[config.mk]
export PLATFORM = sky130hd
export DESIGN_NAME = moore
export DESIGN_NICKNAME = d
export VERILOG_FILES = /design/src/rtl/moore.sv
export SDC_FILE = /design/constraint.sdc
export NUM_CORES = 1
export LEC_CHECK = 0
export CAP_MARGIN = 20
export CORE_AREA = 2 2 39 41
export CTS_CLUSTER_DIAMETER = 50
export CTS_CLUSTER_SIZE = 24
export DETAILED_ROUTE_END_ITERATION = 12
export DIE_AREA = 0 0 41 43
export MAX_ROUTING_LAYER = met4
export PLACE_DENSITY = 0.65
export RECOVER_POWER = 50
export SETUP_SLACK_MARGIN = 0.3
export SYNTH_ARGS = -nofsm -noshare
export SYNTH_HDL_FRONTEND = slang
export SYNTH_SLANG_ARGS = --single-unit
[constraint.sdc]
create_clock -name clk -period 1.7 [get_ports clk]
set_input_delay 0.17 -clock clk [delete_from_list [all_inputs] [get_ports clk]]
set_output_delay 0.17 -clock clk [all_outputs]
set_load 0.05 [all_outputs]
[src/rtl/moore.sv]
// Moore FSM detecting the serial pattern 1011 (MSB first) with overlap,
// plus a saturating count of completed detections.
module moore (
   input  logic       din,
   input  logic       clk,
   input  logic       rst,
   output logic       y,
   output logic [7:0] det_count,
   output logic [2:0] state_o
);

   typedef enum logic [2:0] {
      S0 = 3'd0,
      S1 = 3'd1,
      S2 = 3'd2,
      S3 = 3'd3,
      S4 = 3'd4
   } state_t;

   state_t state;
   state_t next_state;

   // State register and detection counter; the counter follows next_state so
   // it lands on the same edge the FSM enters S4.
   always_ff @(posedge clk) begin
      if (!rst) begin
         state     <= S0;
         det_count <= 8'd0;
      end else begin
         state <= next_state;
         if (next_state == S4 && det_count != 8'd255) begin
            det_count <= det_count + 8'd1;
         end
      end
   end

   // Each state remembers the longest matched prefix; illegal codes recover to S0.
   always_comb begin
      next_state = S0;
      case (state)
         S0:      next_state = din ? S1 : S0;
         S1:      next_state = din ? S1 : S2;
         S2:      next_state = din ? S3 : S0;
         S3:      next_state = din ? S4 : S2;
         S4:      next_state = din ? S1 : S2;
         default: next_state = S0;
      endcase
   end

   always_comb begin
      y       = 1'b0;
      state_o = state;
      if (state == S4) begin
         y = 1'b1;
      end
   end

endmodule

**After elaboration in Yosys (flattened, before gate mapping)**

Index checks and enable logic that the tools add are counted.

- Register bits after elaboration: 11
- Output and inout bits: 12
- Word-level logic and storage cells: 18

- $add $sub $neg: 1
- Eq/ne operators: 6
- Muxes and demuxes: 6
- Reduce and logical (&&, ||, !) cells: 3

Operator list:

| kind | number |
|---|---|
| 3-bit case mux with 4 select lines | 1 |
| 8-bit by 1-bit adder with 8-bit output, second input constant | 1 |
| 8-bit inequality test, second input constant | 1 |
| 3-bit by 2-bit equality test with 1-bit output, second input constant | 2 |
| 3-bit equality test, second input constant | 2 |
| 2-bit two-way mux | 2 |
| 3-bit by 1-bit equality test with 1-bit output, second input constant | 1 |
| 3-bit logical NOT | 1 |
| 3-bit two-way mux | 1 |
| 1-bit two-way mux | 2 |
| 2-bit OR reduction | 1 |
| 1-bit logical AND | 1 |

**Logic depth before layout (Yosys ltp)**

- Depth in word-level cells: 5
- Depth in mapped cells: 5

**Least setup slack after synthesis**

OpenSTA, ideal clock, no wires.

- Path kind: flip-flop to output port
- Start: register state[2], in the netlist state_o[2]
- End: output port y
- Data arrival time: 1.908 ns
- Required time: 1.530 ns
- Path slack: -0.378 ns
- Cell stages (with the launch flop): 2
- Cells stage by stage: dfxtp_1 -> nor3b_1

- Word-level cells in the longest chain between the ends: 2

RTL lines:

| item | line | source |
|---|---|---|
| start: declaration | 20 | `state_t state;` |
| start signal: assignment | 30 | `state <= next_state;` |
| 3-bit equality test | 53 | `if (state == S4) begin` |
| 1-bit two-way mux | 53 |  |
| end: declaration | 7 | `output logic y,` |

No other way between the ends.

**Worst setup path in the final report**

- Start: register det_count[0]
- End: register det_count[4]

- Word-level cells in the longest chain between the ends: 2
- Elaborated cells between the ends (all ways): 3
- Classes of those cells: add/sub (1); eq/ne (1); reduce/logical (1)

RTL lines:

| item | line | source |
|---|---|---|
| start: declaration | 8 | `output logic [7:0] det_count,` |
| start signal: assignment | 32 | `det_count <= det_count + 8'd1;` |
| parallel branches: the longest is 2 deep, another holds 8-bit by 1-bit adder with 8-bit output | - |  |

Parallel ways; which one is timed is not known.
A chain may end at the register's enable or synchronous reset.

==> impl_metrics.toml <==
[status]
outcome = "finished clean"

[synthesis]
synthCells = 56
ys_seq_elements = 11
synth_cell_types = 29
ys_seq_area_frac = 0.416
async_reset_ff_frac = 0
syn_area_sq_um = 529
yosysWarnings = 0
syn_avg_cell_area_sq_um = 9.45
synth-edff-count = 0
synth_nets = 60
synth-main-ff-cell = "dfxtp_1"

[cells_and_area]
nNetsFinal = 87
area_growth_pct = 51.5
drive_above_1_share = 0.305
insertedDiodeCount = 0

[hold_path]
min_to = "det_count[3]"
whs_path_depth = 2
hp-start = "det_count[3]"
hold_class = "reg2reg"

[worst_setup_path]
timing.rr.end = "det_count[4]"
rr_worst_depth = 6
arrival_ns = 1.61
crit_path_start_kind = "flop"
worstSetupPathType = "reg2reg"
end_kind = "flop"
rrSetupSlack_ns = 0.24
r2r-start = "det_count[0]"
cp.required_ns = 1.85
worstPathMaxFanout = 4

[timing]
worst_pin_slew_ns = 0.597
fmax_mhz = 687
min_period_ns = 1.46
finalClockSkew_ns = 0.000674
setup_viol = 0
relSlewSlack = 0.604
tns_ns = 0
report.final.slew_viol_count = 0
hold_violations = 0
setup_ws_ns = 0.244
rsz0062_at_grt = "yes"
period_share = 0.856

[routing]
post_drt_via_cell_ratio = 5.40
drc = 0
vias = 529
dr.pass1.iters = 4
ant_nets = 0
drtIter0Drc = 4
routed_wl_um = 1220
wl_per_cell_um = 12.5

[die]
num_rows = 14
core_area_sq_um = 1380
start_util = 0.382
die_y_um = 43
pin_count = 15
die_area_sq_um = 1760
dieWidth_um = 41

[placed_design]
hpwl_um = 806
place_worst_setup_slack_ns = 0.0414
io_buffer_count = 14
routabilityCongestion = 0.767

[power_and_ir_drop]
leakage_nw = 0.343
pwr_density_cell_nw_per_um2 = 590
ir_drop_uv = 395

[grt]
grt_pass1_wl_um = 1860
grt.overflow.total = 0
grt_pass1_vias = 455
grt_max_degree = 9
grt.total_usage = 0.155
antenna_found_initial = 0

[cts]
cts_hold_buf = 0
clock-sinks = 11
cts_buffer_depth = 2
cts.htree.levels = 1
cts_tree = "done"
clk_pin_slew_ns = 0.07
root_buffer = "clkbuf_4"
cts_made_buffers = 3
worst_skew_pair.late_latency_ns = 0.27

[flow_run]
max_cap_viol_count = 0
-- flip-flops by register name, indices dropped and copies added (netlist names) --
signal,cells
state_o,3
det_count,8
-- worst max-delay path by stage --
stage                            start            to  slack [ns]  cells after the start
final                     det_count[0]  det_count[4]        0.24                      6
after global routing        state_o[2]             y        0.14                      3
after CTS                   state_o[2]  det_count[3]        0.29                      5
after detailed placement           din  det_count[5]        0.04                      5
after global placement             din  det_count[5]        0.07                      5
after floorplan             state_o[0]  det_count[5]        0.27                      4
-- cells in the mapped netlist (2+ instances only) --
library cell	n	area, sq um
mux2i_1	2	20.0
o211ai_1	2	15.0
a21oi_1	4	20.0
dfxtp_1	11	220
xor2_1	3	26.3
nor2_1	8	30.0
nand4_1	2	12.5
nand2_1	3	11.3
-- critical path, stage by stage (launching register included) --
cell and delay [ns]:
dfxtp_1 0.41, ha_4 0.17, nand4_1 0.14, buf_4 0.18, o211ai_1 0.21, xor2_1 0.16, nor2_1 0.06
-- area by class of cell --
cell class / count / area [sq um]
clock buffer: 4 / 26.3
fill: 128 / 582
inverter: 1 / 3.75
multi-input combinational: 44 / 340
sequential: 11 / 233
tap: 16 / 20.0
timing repair buffer: 22 / 179
-- power by group --
part,switching (mW),internal [mW]
Clock,0.0874,0.0908
Sequential,0.00468,0.258
Combinational,0.0192,0.0125
Total,0.111,0.362
-- cells in the final DEF (no fill, tap or decap), drive strengths merged --
master          n
ha              1
or4             1
nor3b           2
nand3b          1
and3            1
nand4           2
and2            1
inv             1
o31ai           1
o21a            1
a21oi           4
nor2            8
o21ai           2
buf             7
o211ai          2
nand2           3
nand2b          1
mux2i           2
maj3            1
clkbuf          8
dlygate4sd2     9
dfxtp          11
or3b            1
nand3           2
clkdlybuf4s50   2
and4b           1
o31a            1
or3             1
nor4            1
xor2            3
-- metrics by stage --
step	utilization	hold WS (ns)	cell area (sq um)	power (mW)	std cells
3_3_place_gp	0.540	0.494	747	0.296	88
6_report	0.580	0.535	802	0.473	98
3_5_place_dp	0.540	0.500	747	0.297	88
4_1_cts	0.567	0.510	785	0.468	95
2_1_floorplan	-	0.279	579	0.280	56
5_1_grt	0.580	0.547	802	0.489	98
-- repair_timing --
action	4_1_cts	5_1_grt
buffers inserted	3	3
endpoints found under the setup margin	12	8
pin swaps	2	6
gates resized for setup	9	5
-- cells by family (layout without fill, tap and decap cells) --
logic type,Yosys count,in the layout,synth area share
flops,11,11,0.416
xor+xnor,3,3,0.0497
fa+ha+maj,2,2,0.0426
mux,2,2,0.0378
simple gates,26,26,0.296
compound gates,11,11,0.151
buf+inv,1,27,0.00709
-- metal layers --
| layer | GRT usage | share of wire | wire length, um | up-vias |
|---|---|---|---|---|
| li1 | - | - | - | 259 |
| met1 | 0.183 | 0.43 | 523 | 254 |
| met2 | 0.247 | 0.50 | 614 | 14 |
| met3 | 0.0314 | 0.060 | 73 | 2 |
| met4 | 0.0600 | 0.0098 | 12 | 0 |
| met5 | - | 0 | 0 | - |
No activity file was read; power rests on OpenSTA's default activity.
